<file path="src/rtl/fetch_pkg.sv">
// Shared fetch definitions: instruction size, queue entry width and the
// per-lane valid mask used by both fetch and decode.
package fetch_pkg;

  localparam int unsigned INSTR_BYTES = 4;
  localparam int unsigned MAX_ISSUE_W = 4;

  // Packed queue entry: {instr[issue_w-1:0], pc, lane_valid}.
  function automatic int unsigned entry_width(input int unsigned dw, input int unsigned iw);
    return iw * dw + dw + iw;
  endfunction

  // Lanes below the word index of the fetch PC within its bundle are dropped;
  // they precede an unaligned redirect target.
  function automatic logic [MAX_ISSUE_W-1:0] lane_mask(input logic [1:0]  word_idx,
                                                       input int unsigned issue_w);
    logic [MAX_ISSUE_W-1:0] m;
    int unsigned            first_lane;
    first_lane = 32'(word_idx) & (issue_w - 1);
    m = '0;
    for (int unsigned i = 0; i < MAX_ISSUE_W; i++) begin
      m[i] = (i < issue_w) && (i >= first_lane);
    end
    return m;
  endfunction

endpackage

</file>
<file path="src/rtl/fetch_fifo.sv">
// Generic synchronous FIFO with flush.
//   clk, rst   : clock, asynchronous active-low reset
//   flush_i    : discard all entries; overrides push_i and pop_i
//   push_i     : write wdata_i at the tail (caller guarantees room or a pop)
//   pop_i      : drop the head entry (caller guarantees non-empty)
//   full_o     : DEPTH entries held
//   empty_o    : no entries held
//   head_o     : head entry, zero while empty
module fetch_fifo #(
  parameter int unsigned WIDTH = 8,
  parameter int unsigned DEPTH = 4
) (
  input  logic             clk,
  input  logic             rst,
  input  logic             flush_i,
  input  logic             push_i,
  input  logic             pop_i,
  input  logic [WIDTH-1:0] wdata_i,
  output logic             full_o,
  output logic             empty_o,
  output logic [WIDTH-1:0] head_o
);

  localparam int unsigned PtrW = $clog2(DEPTH);
  localparam int unsigned CntW = $clog2(DEPTH + 1);

  logic [WIDTH-1:0] r_mem [DEPTH];
  logic [PtrW-1:0]  r_wr_ptr;
  logic [PtrW-1:0]  r_rd_ptr;
  logic [CntW-1:0]  r_count;
  logic             w_push;
  logic             w_pop;

  assign w_push = push_i & ~flush_i;
  assign w_pop  = pop_i & ~flush_i;

  always_ff @(posedge clk or negedge rst) begin
    if (!rst) begin
      r_wr_ptr <= '0;
      r_rd_ptr <= '0;
      r_count  <= '0;
    end else if (flush_i) begin
      r_wr_ptr <= '0;
      r_rd_ptr <= '0;
      r_count  <= '0;
    end else begin
      if (w_push) r_wr_ptr <= r_wr_ptr + 1'b1;
      if (w_pop)  r_rd_ptr <= r_rd_ptr + 1'b1;
      case ({w_push, w_pop})
        2'b10:   r_count <= r_count + 1'b1;
        2'b01:   r_count <= r_count - 1'b1;
        default: r_count <= r_count;
      endcase
    end
  end

  // When full, a push alongside a pop reuses the slot being read this cycle.
  always_ff @(posedge clk) begin
    if (w_push) r_mem[r_wr_ptr] <= wdata_i;
  end

  assign full_o  = (r_count == CntW'(DEPTH));
  assign empty_o = (r_count == '0);
  assign head_o  = empty_o ? '0 : r_mem[r_rd_ptr];

endmodule

</file>
<file path="src/rtl/fetch_queue.sv">
// Multi-issue fetch stage: PC register, bundle-aligned instruction fetch and a
// bundle queue decoupling fetch from decode.
//   clk, rst       : clock, asynchronous active-low reset
//   imem_addr_o    : bundle-aligned fetch address (combinational instrmem read)
//   imem_rdata_i   : ISSUE_W instructions, lane i at [i*DATA_WIDTH +: DATA_WIDTH]
//   redirect_i     : flush queue and load redirect_pc_i into the PC
//   redirect_pc_i  : word-aligned redirect target
//   out_valid_o    : head bundle valid
//   out_ready_i    : consumer takes the head bundle
//   bundle_o       : head bundle instructions
//   bundle_pc_o    : aligned PC of the head bundle
//   lane_valid_o   : per-lane valid mask of the head bundle
module fetch_queue
  import fetch_pkg::*;
#(
  parameter int unsigned            DATA_WIDTH = 32,
  parameter int unsigned            ISSUE_W    = 2,
  parameter int unsigned            DEPTH      = 4,
  parameter logic [DATA_WIDTH-1:0]  RESET_PC   = '0
) (
  input  logic                          clk,
  input  logic                          rst,
  output logic [DATA_WIDTH-1:0]         imem_addr_o,
  input  logic [ISSUE_W*DATA_WIDTH-1:0] imem_rdata_i,
  input  logic                          redirect_i,
  input  logic [DATA_WIDTH-1:0]         redirect_pc_i,
  output logic                          out_valid_o,
  input  logic                          out_ready_i,
  output logic [ISSUE_W*DATA_WIDTH-1:0] bundle_o,
  output logic [DATA_WIDTH-1:0]         bundle_pc_o,
  output logic [ISSUE_W-1:0]            lane_valid_o
);

  localparam int unsigned OFF = $clog2(ISSUE_W) + 2;
  localparam int unsigned EW  = entry_width(DATA_WIDTH, ISSUE_W);

  logic [DATA_WIDTH-1:0]  r_pc;
  logic [DATA_WIDTH-1:0]  w_fetch_addr;
  logic [MAX_ISSUE_W-1:0] w_mask_all;
  logic [ISSUE_W-1:0]     w_mask;
  logic                   w_full;
  logic                   w_empty;
  logic                   w_pop;
  logic                   w_push;
  logic [EW-1:0]          w_head;
  logic                   w_unused;

  assign w_fetch_addr = {r_pc[DATA_WIDTH-1:OFF], {OFF{1'b0}}};
  assign imem_addr_o  = w_fetch_addr;

  assign w_mask_all = lane_mask(r_pc[3:2], ISSUE_W);
  assign w_mask     = w_mask_all[ISSUE_W-1:0];
  // PC bits [1:0] stay zero (word-aligned targets) and upper mask lanes may not exist.
  assign w_unused   = ^{w_mask_all, r_pc[1:0]};

  assign w_pop  = ~w_empty & out_ready_i;
  assign w_push = ~redirect_i & (~w_full | w_pop);

  always_ff @(posedge clk or negedge rst) begin
    if (!rst) begin
      r_pc <= RESET_PC;
    end else if (redirect_i) begin
      r_pc <= redirect_pc_i;
    end else if (w_push) begin
      r_pc <= w_fetch_addr + DATA_WIDTH'(ISSUE_W * INSTR_BYTES);
    end
  end

  fetch_fifo #(
    .WIDTH(EW),
    .DEPTH(DEPTH)
  ) u_fifo (
    .clk     (clk),
    .rst     (rst),
    .flush_i (redirect_i),
    .push_i  (w_push),
    .pop_i   (w_pop),
    .wdata_i ({imem_rdata_i, w_fetch_addr, w_mask}),
    .full_o  (w_full),
    .empty_o (w_empty),
    .head_o  (w_head)
  );

  assign out_valid_o = ~w_empty;
  assign {bundle_o, bundle_pc_o, lane_valid_o} = w_head;

endmodule
</file>
<file path="config.mk">
export PLATFORM = sky130hd
export DESIGN_NAME = fetch_queue
export DESIGN_NICKNAME = d
export VERILOG_FILES = /design/src/rtl/fetch_pkg.sv /design/src/rtl/fetch_fifo.sv /design/src/rtl/fetch_queue.sv
export SDC_FILE = /design/constraint.sdc
export NUM_CORES = 1
export LEC_CHECK = 0
export ABC_CLOCK_PERIOD_IN_PS = 10390
export CORE_ASPECT_RATIO = 1.25
export CORE_MARGIN = 2
export CORE_UTILIZATION = 55
export DETAILED_ROUTE_END_ITERATION = 10
export GPL_ROUTABILITY_DRIVEN = 0
export PLACE_DENSITY = 0.84
export SLEW_MARGIN = 20
export SYNTH_ARGS = -nofsm -noshare
export SYNTH_HDL_FRONTEND = slang
export SYNTH_SLANG_ARGS = --single-unit
</file>
<file path="constraint.sdc">
create_clock -name clk -period 10.39 [get_ports clk]
set_input_delay 2.078 -clock clk [delete_from_list [all_inputs] [get_ports clk]]
set_output_delay 2.078 -clock clk [all_outputs]
set_load 0.01 [all_outputs]
</file>
Word level (Yosys, flattened, before mapping)
Memory sizes are Yosys's and may differ from the RTL's.
Index checks and enable logic that the tools add are counted.
- register bits after elaboration: 39
- input bits: 100
- output and inout bits: 131
- memories kept: 1
- word-level logic and storage cells: 39
- bits in writable memories: 380
- memory list (name ; depth ; bits a word ; read ports ; clocked after memory_dff ; write ports ; RTL line ; source):
    u_fifo.r_mem ; 4 ; 95 ; 1 ; 0 ; 1 ; fetch_fifo.sv:27 ; logic [WIDTH-1:0] r_mem [DEPTH];
- reductions and logical operators: 5
- muxes and demuxes: 11
- equal/unequal tests: 3
- $add $sub $neg: 5
- magnitude comparators: 2
- bitwise operators: 8
- operators with widths (cell ; number):
    $mux 98 ; 1
    $mux 32 ; 2
    $add 32x4->32 const B ; 1
    $mux 2 ; 4
    $pmux 3 s2 ; 1
    $reduce_bool 2->1 ; 3
    $add 2x1->2 const B ; 2
    $and 1x1->1 ; 4
    $add 3x1->3 const B ; 1
    $eq 3x3->1 const B ; 1
    $logic_not 3->1 ; 1
    $mux 3 ; 1
    $not 1->1 ; 3
    $reduce_bool 3->1 ; 1
    $sub 3x1->3 const B ; 1
    $eq 2x1->1 const B ; 1
    $eq 2x2->1 const B ; 1
    $ge 1x1->1 const A ; 2
    $mux 1 ; 2
    $or 1x1->1 ; 1

Logic depth before layout (Yosys ltp)
Gate-level depths: netlist (run 1).
- depth after elaboration: 9
- depth in mapped cells: 7

By module
Synthesis (run 1) repeated with hierarchy kept, for this count alone.
- cell total of the unflattened synthesis: 895
- area total of the unflattened synthesis: 17240.3 um^2
- modules (own cells, without submodules) (module ; cells an instance ; seq. area each (um^2) ; instances ; area an instance (um^2)):
    fetch_fifo ; 663 ; 11946.5 ; 1 ; 15255.9
    fetch_queue ; 232 ; 750.7 ; 1 ; 1984.4

Worst setup path before layout (run 1)
Ideal clock, no wire load.
- path kind: input-to-reg
- start: in out_ready_i
- end: mem u_fifo.r_mem[0][0] (netlist name), enable pin
- cell stages on the path: 5
- data arrival time: 4.890 ns
- path slack: 5.037 ns
- path through: buf_6 > or4b_4 > buf_6 > buf_2 > and3_1
- cells in the longest elaborated chain, start to end: 6
- RTL lines (what ; RTL line ; source):
    start, declared ; fetch_queue.sv:28 ; input logic out_ready_i,
    $and 1x1->1 ; fetch_queue.sv:56 ; assign w_pop = ~w_empty & out_ready_i;
    $or 1x1->1 ; fetch_queue.sv:57 ; assign w_push = ~redirect_i & (~w_full | w_pop);
    $and 1x1->1 ; fetch_queue.sv:57 ;
    $and 1x1->1 ; fetch_fifo.sv:34 ; assign w_push = push_i & ~flush_i;
    $mux 1 ; fetch_fifo.sv:59 ; if (w_push) r_mem[r_wr_ptr] <= wdata_i;
    $mux 1 (implied by the code) ; fetch_fifo.sv:59 ;
    end, declared ; fetch_fifo.sv:27 ;
Every way passes these cells.

Worst setup path in the final report (run 1)
- start: reg u_fifo.r_rd_ptr[0]
- end: out bundle_o[60]
- cells in the longest elaborated chain, start to end: 2
- RTL lines (what ; RTL line ; source):
    start, declared ; fetch_fifo.sv:29 ; logic [PtrW-1:0] r_rd_ptr;
    start signal, assigned ; fetch_fifo.sv:48 ; if (w_pop) r_rd_ptr <= r_rd_ptr + 1'b1;
    $mem_v2 4x95 ; - ;
    $mux 98 ; fetch_fifo.sv:64 ; assign head_o = empty_o ? '0 : r_mem[r_rd_ptr];
    end, declared ; fetch_queue.sv:29 ; output logic [ISSUE_W*DATA_WIDTH-1:0] bundle_o,
Every way passes these cells.

==> results of run 1 <==
-- worst max-delay path by stage --
| stage | end | cells past startpoint | from | slack (ns) |
|---|---|---|---|---|
| CTS | bundle_o[60] | 5 | u_fifo.r_rd_ptr[0] | 4.15 |
| global placement | bundle_o[60] | 5 | u_fifo.r_rd_ptr[0] | 4.72 |
| floorplan | u_fifo.r_mem[0][0] | 5 | out_ready_i | 5.04 |
| global route | bundle_o[60] | 5 | u_fifo.r_rd_ptr[0] | 3.97 |
| detailed placement | bundle_o[60] | 5 | u_fifo.r_rd_ptr[0] | 4.72 |
| finish | bundle_o[60] | 5 | u_fifo.r_rd_ptr[0] | 4.33 |
-- flip-flops by register name, summed over array words and instances (netlist names) --
name             flops
u_fifo.r_rd_ptr      2
r_pc                30
u_fifo.r_mem       376
u_fifo.r_count       3
u_fifo.r_wr_ptr      2
-- through the flow --
step | hold WS (ns) | power [uW] | instance area, um2
finish | 0.5786 | 4717 | 20160
global route | 0.6027 | 4917 | 20160
CTS | 0.5819 | 4776 | 20150
detailed placement | 0.5738 | 3483 | 19020
global placement | 0.5452 | 3456 | 19020
floorplan | 0.5101 | 2857 | 16680
-- final cells by class --
type / instances / area (um2) / share of cell area [%]
flip-flops and latches: 413 / 12220 / 60.62
multi-input cells: 384 / 3983 / 19.75
repair buffers: 231 / 2285 / 11.33
clock buffers: 54 / 1075 / 5.330
well taps: 401 / 501.7 / 2.488
clock inverters: 9 / 63.81 / 0.3165
inverters: 6 / 22.52 / 0.1117
diodes: 4 / 10.01 / 0.04964
-- critical path: cells and delay by family, from the launching register on --
family	cells	cell delay [ns]
flops	1	0.98
simple gates	1	0.18
buf+inv	3	1.67
mux	1	0.58
-- logic make-up after synthesis --
| logic type | count (synthesis) | synth area share (%) |
|---|---|---|
| flops | 413 | 73.32 |
| simple gates | 209 | 7.524 |
| mux | 97 | 12.90 |
| buf+inv | 89 | 3.064 |
| compound gates | 53 | 2.042 |
| xor+xnor | 12 | 0.6308 |
| fa+ha+maj | 6 | 0.4956 |
| other cells | 1 | 0.02251 |
-- per-layer routing --
metal	wire length (um)	vias up	share of wire [%]	GRT usage, %
met2	17110	333	52	35.77
li1	-	3848	-	-
met3	1810	62	5.5	3.420
met5	0	-	0	0
met1	12980	4477	40	27.09
met4	960	0	2.9	7.643
-- synthesized netlist by cell type, types with 12 or more instances --
cell	number
a31oi_1	18
and2_1	98
buf_2	15
buf_4	36
clkbuf_1	28
dfrtp_1	37
edfxtp_1	376
mux4_2	94
nand2_1	26
nand3_1	12
nor2_1	23
o21ai_0	12
o31ai_1	17
or4_1	16
-- power groups by stage --
stage | registers, uW | logic [uW] | clock network, uW
2_1_floorplan | 2090 | 771 | 0
3_3_place_gp | 2140 | 1320 | 0
3_5_place_dp | 2150 | 1330 | 0
4_1_cts | 2120 | 1340 | 1320
5_1_grt | 2140 | 1400 | 1380
6_report | 2120 | 1310 | 1290
==> run_results.csv, run 1 <==
group,metric,value,unit
floorplan,core_region_area,29940,um2
worst_hold_path,hp-start,"u_fifo.r_wr_ptr[1]",
grt,grt_pass1_wl,50460,um
finish,final_cells,1502,
worst_setup_path,r2r_end,"u_fifo.r_mem[0][16]",
cts,clock_sinks,413,
yosys,synth_edf_count,376,
grt,grt_max_degree,99,
sta,tightest_slew,1.018,ns
yosys,syn_area,16660,um2
power,ir_drop,0.1207,mV
worst_setup_path,slowest_delay,0.98,ns
sta,slew_viol_final,0,
finish,final_common_cell,"edfxtp_1",
detailed_routing,vias,8720,
cts,h-tree-depth,2,
yosys,synth_top_area_share,67.76,%
worst_setup_path,cp_slowest_cell,"dfrtp_4",
sta,setup_tns,0,ns
floorplan,die_area,31710,um2
grt,first_global_vias,9057,
sta,fmax,164.9,MHz
placed_design,io_buffers,222,
power,seqPwrFrac,44.9,%
placed_design,dpl.cell_count,1435,
finish,syn2layout_area_growth,21.02,%
worst_setup_path,worst-r2r-cell-count,3,
yosys,synth_area_leader_cell,"edfxtp_1",
worst_setup_path,crit_chain,"buf_4, buf_4, mux4_2, and2_1, clkdlybuf4s50_1",
cts,cts_buffers,39,
cts,cts_setup_buffers,0,
detailed_routing,ant_nets,0,
cts,post_cts_resize_count,0,
finish,drive_gt1_share,15.04,%
detailed_routing,route.detailed.drc,0,
worst_setup_path,arrival,3.99,ns
grt,antenna_found_initial,2,
job,drv_cap,0,
yosys,ys_top_cells_by_area,"edfxtp_1 68%, mux4_2 13%, dfrtp_1 5.6%, and2_1 3.7%, buf_4 1.6%",
power,comb_power_share,27.7,%
power,p_int,3475,uW
finish,final_cell_mix,"376 x edfxtp_1, 221 x clkdlybuf4s50_1, 98 x and2_1, 94 x mux4_2, 41 x clkbuf_16",
cts,postCtsHoldBufs,0,
worst_hold_path,hold_depth,2,
yosys,synth.ff_latch_count,413,
sta,rsz0062_at_grt,"no",
yosys,seq_area_frac_synth,73.32,%
finish,fin_nets,1181,
worst_setup_path,r2r_slack,7.60,ns
sta,setup_viol,0,
power,power_leakage,0.006487,uW
worst_hold_path,timing.hold.worst_endpoint,"u_fifo.r_wr_ptr[1]",
worst_setup_path,setup.worst_path.start_class,"flop",
placed_design,pre_cts_ws,4.723,ns
power,powerDensity,233.9,nW/um2
power,power.switching,1242,uW
yosys,synth_cell_types,43,
worst_setup_path,required,8.31,ns
finish,final_util,67.35,%
worst_setup_path,path_max_fanout,42,
floorplan,rows,71,
grt,grt_overflow,0,
cts,cts_buffer_depth,3,
detailed_routing,routed_wl,32870,um
grt,grt_use_total,20.79,%
yosys,async_flop_share,8.959,%
sta,period_share,58.36,%
worst_setup_path,end_kind,"output pin",
yosys,yosysWarnings,0,
yosys,synth-main-ff-cell,"edfxtp_1",
floorplan,io_pins,231,
worst_setup_path,reg2reg_from,"u_fifo.r_count[2]",
detailed_routing,post_drt_wl_per_cell,21.88,um
sta,relSlewSlack,32.12,%
floorplan,initial_core_util,55.66,%
cts,clkSlewWorstSetupHoldPaths,0.06,ns
floorplan,die_y,198.6,um
power,pwr-share-clk,27.4,%
power,p_sw_share,26.32,%
worst_hold_path,hold_class,"reg2reg",
detailed_routing,via_per_inst,5.806,
finish,num-fill-cells,1938,
worst_setup_path,cp_common_cell,"buf_4",
sta,hold_viol_final,0,
sta,skew,0.01149,ns
cts,cts_tree,"built",
yosys,synth_cells,880,
worst_setup_path,critPathKind,"reg2out",
placed_design,place_hpwl,19410,um
sta,fin_ws,4.326,ns
cts,clk_latency,0.52,ns
cts,cts-root-buf,"clkbuf_16",
detailed_routing,drt_pass1_iterations,5,
floorplan,die_w,159.7,um
detailed_routing,drt-initial-drc-count,645,
yosys,avgSynthCellArea,18.93,um2
outcome,status,"finished clean",
sta,fin_crit,6.064,ns
(Power assumes the default switching activity.)
==> run 2: changes to the inputs <==
ABC_CLOCK_PERIOD_IN_PS = 5050   (was 10390)
CORE_UTILIZATION = 49   (was 55)
PLACE_DENSITY = 0.8   (was 0.84)
clock period = 5.05 ns   (was 10.39 ns; I/O delays follow)
==> run 2 against run 1 <==
  * Via count decreased by 0.52%
  * Global-route usage is 2.1 points lower
  * Wire length fell by 0.20%
  * Largest power group unchanged
  * Highest routed layer is now met5
==> run_results.csv, run 2 (synthesis results as in run 1) <==
group,metric,value,unit
detailed_routing,ant_nets,0,
grt,grt_use_total,18.67,%
worst_hold_path,timing.hold.worst_endpoint,"u_fifo.r_wr_ptr[1]",
floorplan,die_area,35510,um2
finish,final_cell_mix,"376 x edfxtp_1, 221 x clkdlybuf4s50_1, 98 x and2_1, 94 x mux4_2, 39 x clkbuf_16",
finish,fin_nets,1187,
sta,period_share,80.05,%
finish,final_cells,1530,
finish,diodes,0,
placed_design,dpl.cell_count,1464,
grt,first_global_vias,8928,
worst_setup_path,arrival,3.03,ns
cts,cts_tree,"built",
worst_setup_path,r2r_slack,2.77,ns
grt,antenna_found_initial,2,
grt,grt_max_degree,99,
sta,fin_crit,4.043,ns
worst_hold_path,hold_depth,2,
cts,cts_buffers,38,
worst_setup_path,required,4.04,ns
worst_setup_path,path_max_fanout,36,
detailed_routing,via_per_inst,5.670,
cts,postCtsHoldBufs,0,
sta,setup_viol,0,
sta,slew_viol_final,0,
detailed_routing,drt_pass1_iterations,5,
outcome,status,"finished clean",
floorplan,die_y,210.2,um
detailed_routing,route.detailed.drc,0,
cts,h-tree-depth,2,
worst_setup_path,setup.worst_path.start_class,"flop",
sta,skew,0.01989,ns
sta,tightest_slew,1.012,ns
placed_design,placedInstanceArea,19210,um2
grt,grt_overflow,0,
worst_setup_path,critPathKind,"reg2out",
cts,cts_setup_buffers,0,
worst_setup_path,reg2reg_from,"u_fifo.r_count[2]",
worst_hold_path,hp-start,"u_fifo.r_wr_ptr[1]",
floorplan,initial_core_util,49.74,%
power,ir_drop,0.2688,mV
worst_hold_path,hold_class,"reg2reg",
finish,largest_register,"u_fifo.r_mem",
power,powerDensity,485.6,nW/um2
finish,drive_gt1_share,15.90,%
worst_setup_path,worst-r2r-cell-count,3,
sta,hold_slack,0.5678,ns
detailed_routing,vias,8675,
sta,rsz0062_at_grt,"no",
power,power_leakage,0.006592,uW
finish,fin_area,20430,um2
finish,num-fill-cells,2372,
worst_setup_path,end_kind,"output pin",
detailed_routing,routed_wl,32800,um
finish,largest_reg_flops,376,
finish,seq_area,12220,um2
cts,clk_latency,0.52,ns
finish,final_common_cell,"edfxtp_1",
floorplan,core_region_area,33500,um2
sta,relSlewSlack,32.51,%
cts,cts-root-buf,"clkbuf_16",
sta,fmax,247.4,MHz
finish,reg.largest.list,"u_fifo.r_mem x376, r_pc x30, u_fifo.r_count x3",
cts,clock_sinks,413,
placed_design,io_buffers,222,
placed_design,place_hpwl,19790,um
floorplan,io_pins,231,
cts,post_cts_resize_count,0,
grt,grt_pass1_wl,50750,um
finish,multi_input_area,3983,um2
cts,cts_buffer_depth,3,
detailed_routing,post_drt_wl_per_cell,21.44,um
sta,setup_tns,0,ns
floorplan,die_w,168.9,um
finish,syn2layout_area_growth,22.60,%
cts,clkSlewWorstSetupHoldPaths,0.06,ns
sta,hold_viol_final,0,
job,drv_cap,0,
floorplan,rows,75,
worst_setup_path,r2r_end,"u_fifo.r_mem[1][43]",
detailed_routing,drt-initial-drc-count,675,
==> run 2: changes by cell type in the layout (fill, tap and decap cells not counted) <==
| cell | before | now |
|---|---|---|
| buf_12 | 0 | 9 |
| buf_4 | 9 | 7 |
| bufinv_16 | 1 | 4 |
| clkbuf_1 | 13 | 10 |
| clkbuf_16 | 41 | 39 |
| clkbuf_8 | 0 | 3 |
| clkinv_1 | 6 | 8 |
| clkinv_2 | 3 | 2 |
| diode_2 | 4 | 0 |
| inv_6 | 0 | 1 |
==> run 2: report_power, final <==
| part | switching [uW] | total [uW] | internal (uW) |
|---|---|---|---|
| Clock | 1150 | 2820 | 1660 |
| Sequential | 234 | 4340 | 4100 |
| Combinational | 1210 | 2760 | 1560 |
| Total | 2590 | 9920 | 7330 |
==> run 2: layout make-up <==
cell class | instances | area share (%)
clock inverters | 14 | 0.8085
repair buffers | 238 | 11.99
multi-input cells | 384 | 19.50
inverters | 6 | 0.1102
flip-flops and latches | 413 | 59.84
well taps | 423 | 2.591
clock buffers | 52 | 5.163
==> run 2: worst max path at each step <==
stage | start | endpoint | slack, ns | depth (start not counted)
5_1_grt | u_fifo.r_rd_ptr[0] | bundle_o[8] | 0.81 | 4
2_1_floorplan | out_ready_i | u_fifo.r_mem[0][0] | 0.76 | 5
6_report | u_fifo.r_rd_ptr[0] | bundle_o[57] | 1.01 | 4
3_5_place_dp | u_fifo.r_rd_ptr[0] | bundle_o[57] | 1.47 | 4
4_1_cts | u_fifo.r_rd_ptr[0] | bundle_o[57] | 0.90 | 4
3_3_place_gp | u_fifo.r_rd_ptr[0] | bundle_o[58] | 1.49 | 4
==> run 2: routing by layer <==
| layer | share of wire, % | up-vias | track usage [%] |
|---|---|---|---|
| li1 | - | 3867 | - |
| met1 | 41 | 4448 | 24.47 |
| met2 | 51 | 299 | 32.11 |
| met3 | 5.4 | 57 | 3.229 |
| met4 | 2.4 | 4 | 5.886 |
| met5 | 0.073 | - | 0 |
==> run 2: per-stage QoR <==
stage / setup slack (ns) / util [%] / total power (uW)
2_1_floorplan: 0.7647 / - / 5877
3_3_place_gp: 1.492 / 57.34 / 7185
3_5_place_dp: 1.470 / 57.34 / 7216
4_1_cts: 0.9026 / 60.98 / 10050
5_1_grt: 0.8098 / 60.98 / 10340
6_report: 1.007 / 60.98 / 9920
==> run 2: critical path, stage by stage (launching register included) <==
cell and delay [ns]:
dfrtp_4 0.87, buf_12 0.37, mux4_2 0.54, and2_1 0.18
clkdlybuf4s50_1 0.51
